<file path="src/rtl/threshold_reset_gen.sv">
// Threshold monitor: once `in` has exceeded THRESH for QUAL consecutive enabled
// cycles, emits a PULSE_LEN-cycle reset request followed by a HOLDOFF-cycle ignore window.
module threshold_reset_gen #(
  parameter int unsigned SIZE      = 8,
  parameter int unsigned THRESH    = 10,
  parameter int unsigned QUAL      = 1,
  parameter int unsigned PULSE_LEN = 2,
  parameter int unsigned HOLDOFF   = 4
) (
  input  logic            clk,
  input  logic            rst,
  input  logic [SIZE-1:0] in,
  input  logic            en,
  input  logic            clear,
  output logic            rst_out,
  output logic            busy,
  output logic [7:0]      trip_count
);

  localparam int unsigned QW   = $clog2(QUAL + 1);
  localparam int unsigned PMAX = (PULSE_LEN > HOLDOFF) ? PULSE_LEN : HOLDOFF;
  localparam int unsigned PW   = $clog2(PMAX + 1);

  typedef enum logic [1:0] {IDLE, PULSE, HOLD} state_t;

  state_t        state_reg, state_next;
  logic [QW-1:0] q_reg, q_next;
  logic [PW-1:0] p_reg, p_next;
  logic [7:0]    count_reg, count_next;
  logic          trip;
  logic          cond;

  // Widened compare so a THRESH at or above the value range simply never trips.
  assign cond = en && (32'(in) > THRESH);

  always_comb begin
    state_next = state_reg;
    q_next     = '0;
    p_next     = '0;
    trip       = 1'b0;
    case (state_reg)
      IDLE: begin
        if (cond) begin
          if (32'(q_reg) == QUAL - 1) begin
            state_next = PULSE;
            trip       = 1'b1;
          end else begin
            q_next = q_reg + 1'b1;
          end
        end
      end
      PULSE: begin
        if (32'(p_reg) == PULSE_LEN - 1) begin
          state_next = (HOLDOFF == 0) ? IDLE : HOLD;
        end else begin
          p_next = p_reg + 1'b1;
        end
      end
      HOLD: begin
        if (32'(p_reg) == HOLDOFF - 1) begin
          state_next = IDLE;
        end else begin
          p_next = p_reg + 1'b1;
        end
      end
      default: state_next = IDLE;
    endcase

    if (clear) begin
      count_next = '0;
    end else if (trip && count_reg != 8'hFF) begin
      count_next = count_reg + 8'd1;
    end else begin
      count_next = count_reg;
    end
  end

  // Outputs are registered from the next state so they line up with the state register.
  always_ff @(posedge clk or posedge rst) begin
    if (rst) begin
      state_reg <= IDLE;
      q_reg     <= '0;
      p_reg     <= '0;
      count_reg <= '0;
      rst_out   <= 1'b0;
      busy      <= 1'b0;
    end else begin
      state_reg <= state_next;
      q_reg     <= q_next;
      p_reg     <= p_next;
      count_reg <= count_next;
      rst_out   <= (state_next == PULSE);
      busy      <= (state_next != IDLE);
    end
  end

  assign trip_count = count_reg;

endmodule

</file>
<file path="config.mk">
export PLATFORM = sky130hd
export DESIGN_NAME = threshold_reset_gen
export DESIGN_NICKNAME = d
export VERILOG_FILES = /design/src/rtl/threshold_reset_gen.sv
export SDC_FILE = /design/constraint.sdc
export NUM_CORES = 1
export LEC_CHECK = 0
export CORE_MARGIN = 2
export CORE_UTILIZATION = 49
export DETAILED_ROUTE_END_ITERATION = 16
export PLACE_DENSITY_LB_ADDON = 0.2
export REMOVE_ABC_BUFFERS = 1
export SYNTH_ARGS = -nofsm -noshare
export SYNTH_HDL_FRONTEND = slang
export SYNTH_SLANG_ARGS = --single-unit
</file>
<file path="constraint.sdc">
create_clock -name clk -period 2.38 [get_ports clk]
set_clock_uncertainty 0.2 [all_clocks]
set_input_delay 0.476 -clock clk [delete_from_list [all_inputs] [get_ports clk]]
set_output_delay 0.476 -clock clk [all_outputs]
set_load 0.01 [all_outputs]
</file>
==> results.ini <==
[sta]
hold_violations = 0
final-setup-viol-count = 0
slew_headroom_pct = 61.98
post-route-period-util_pct = 92.44
rsz0062_at_grt = false
worst_slew_pin_slew_ns = 0.5697
fin_tns_setup_ns = 0
max_freq_mhz = 454.5
worst_slack_ns = 0.1799
fin_crit_ns = 2.200
maxSlewViolCount = 0

[clocking]
holdBufCountCts = 0
cts_setup_buffers = 0
numCtsBuffers = 3
insertion_delay_ns = 0.29
cts.htree.levels = 1
clk_path_buf_depth = 2
cts_tree = yes
cts-root-buf = clkbuf_4
ctsResizeCount = 0
cts_sinks = 15
clk_pin_slew_worst_paths_ns = 0.10

[finish]
fin_nets = 141
largest_reg_flops = 8
layout-drive-gt1-share_pct = 15.13
num-fill-cells = 170
final_area_um2 = 1250
syn_to_final_growth_pct = 29.74
final_cells = 146
diodes = 0

[critical_path]
startpoint_type = input port
worst-path-max-fanout = 10
r2r_cells = 5
end_kind = register
slowest_stage = clkdlybuf4s50_1
path_cells = clkdlybuf4s50_1, o41a_1, a31oi_2, buf_4, or4b_1, a211oi_1
worstPathRequired_ns = 2.38
r2r_start = state_reg[0]
rr_endpoint = trip_count[7]
rrSetupSlack_ns = 0.31
path_class = in -> reg
critical-path-max-stage-delay_ns = 0.52
cp.arrival_ns = 2.20
critPathLaunch = en

[synthesis]
synth.area.top_cells = dfrtp_1 39%, ha_1 12%, mux2_4 4.7%
synthesis.area_um2 = 963.4
synth_cells = 92
ys.flop_type = dfrtp_1
yosys_register_bits = 15
synthArstFlopShare_pct = 100.0
synth.avg_cell_area_um2 = 10.47
synth_top_area_share_pct = 38.96
synth.yosys.warnings = 0
synth.distinct_cells = 34
post-synth-top-count-cell = dfrtp_1
yosysSeqAreaShare_pct = 38.96
synth_top_area_cell = dfrtp_1
synth-edff-count = 0
synthTopCellsByCount = 15 x dfrtp_1, 9 x ha_1, 8 x inv_1

[hold_path]
hp-class = reg -> reg
holdPathStages = 1
min_to = p_reg[0]
hp-start = p_reg[0]

[global_routing]
track_usage_pct = 19.69
grt_overflow = 0
antenna_found_initial = 0
grt_pass1_vias = 807
grt_pass1_wl_mm = 3.594
grt_max_degree = 16

[pwr]
power_frac_clock_pct = 17.3
leakage_nw = 0.5257
peakVddDrop_mv = 0.5342
power_switching_w = 0.0003271
intPower_w = 0.0005659
power.share.sequential_pct = 38.5
pwr-share-comb_pct = 44.2
swShare_pct = 36.63
p_total_w = 0.0008930
power_density_nw_per_um2 = 714.4

[placed_design]
place_ws_ns = -0.1438
portBuffers = 21
gp_congestion = 0.7562
dp_hpwl_mm = 1.530
place_area_um2 = 1222
placed_cells = 142

[route]
drcViolationCount = 0
num_vias = 815
drt_iter0_drc = 19
drt-total-wl_mm = 1.986
antenna_left = 0
wl_per_cell_um = 13.60
first_pass_iters = 4
routed_via_density = 5.582

[die]
die_x_um = 48.34
initial_core_util_pct = 50.66
dieArea_um2 = 2337
core_area_um2 = 1902
die_h_um = 48.34
fp-row-count = 16
io_pins = 22

[run_status]
status = finished clean

[flow_run]
drv_cap = 0

==> layout make-up <==
cell class	instances	area [µm²]	share of cell area [%]
clock inverter	1	5.005	0.4004
sequential	15	375.4	30.03
clock buffer	3	22.52	1.802
multi-input combinational	67	543.0	43.44
inverter	8	30.03	2.402
tap	27	33.78	2.703
timing repair buffer	25	240.2	19.22
==> power groups by stage <==
stage                     logic, W  clock network, W  registers, W
after floorplan           0.000234                 0      0.000356
after global placement    0.000383                 0      0.000348
after detailed placement  0.000394                 0      0.000348
after CTS                 0.000399          0.000159      0.000344
after global routing      0.000439          0.000172      0.000351
final                     0.000395          0.000154      0.000344
==> worst max path at each step <==
stage | end | slack, ns | cells after the start
6_report | trip_count[7] | 0.18 | 6
3_3_place_gp | trip_count[3] | -0.07 | 7
3_5_place_dp | trip_count[7] | -0.14 | 6
5_1_grt | trip_count[7] | 0.07 | 6
4_1_cts | trip_count[7] | 0.16 | 6
2_1_floorplan | trip_count[0] | 0.31 | 4
==> kinds of logic after synthesis <==
family	after synthesis	synth area share, %
simple gates	37	25.06
mux	4	5.714
fa+ha+maj	9	11.69
compound gates	17	13.89
flops	15	38.96
buf+inv	10	4.675
==> cells in the final DEF (no fill, tap or decap), drive strengths merged, types with 2 or more instances in the layout <==
| cell | count |
|---|---|
| a21o | 2 |
| or4 | 3 |
| nand2 | 4 |
| nor4 | 2 |
| clkdlybuf4s50 | 21 |
| nand2b | 3 |
| buf | 4 |
| a21oi | 4 |
| nand4 | 3 |
| nor2b | 5 |
| inv | 8 |
| dfrtp | 15 |
| o31ai | 3 |
| mux2 | 3 |
| ha | 9 |
| nor2 | 7 |
| nand3 | 3 |
| a211oi | 2 |
| clkbuf | 3 |
| nor3 | 2 |
==> layer usage <==
layer,up-vias,wire (µm),GRT usage (%)
met5,-,0,0
li1,388,-,-
met1,383,850,23.84
met4,0,40,8.095
met3,8,127,5.247
met2,36,967,33.33
==> through the flow <==
stage | hold WS, ns | util [%]
6_report | 0.2690 | 65.72
5_1_grt | 0.3041 | 65.72
4_1_cts | 0.2792 | 65.72
3_5_place_dp | 0.2643 | 64.28
3_3_place_gp | 0.2501 | 64.28
2_1_floorplan | 0.1775 | -
==> critical path, delay by kind of cell <==
family	cells	cell delay, ns
AO/OA/AOI/OAI	3	0.50
buffers and inverters	2	0.70
AND/OR/NAND/NOR	1	0.51
Power figures use the tool's default switching activity.
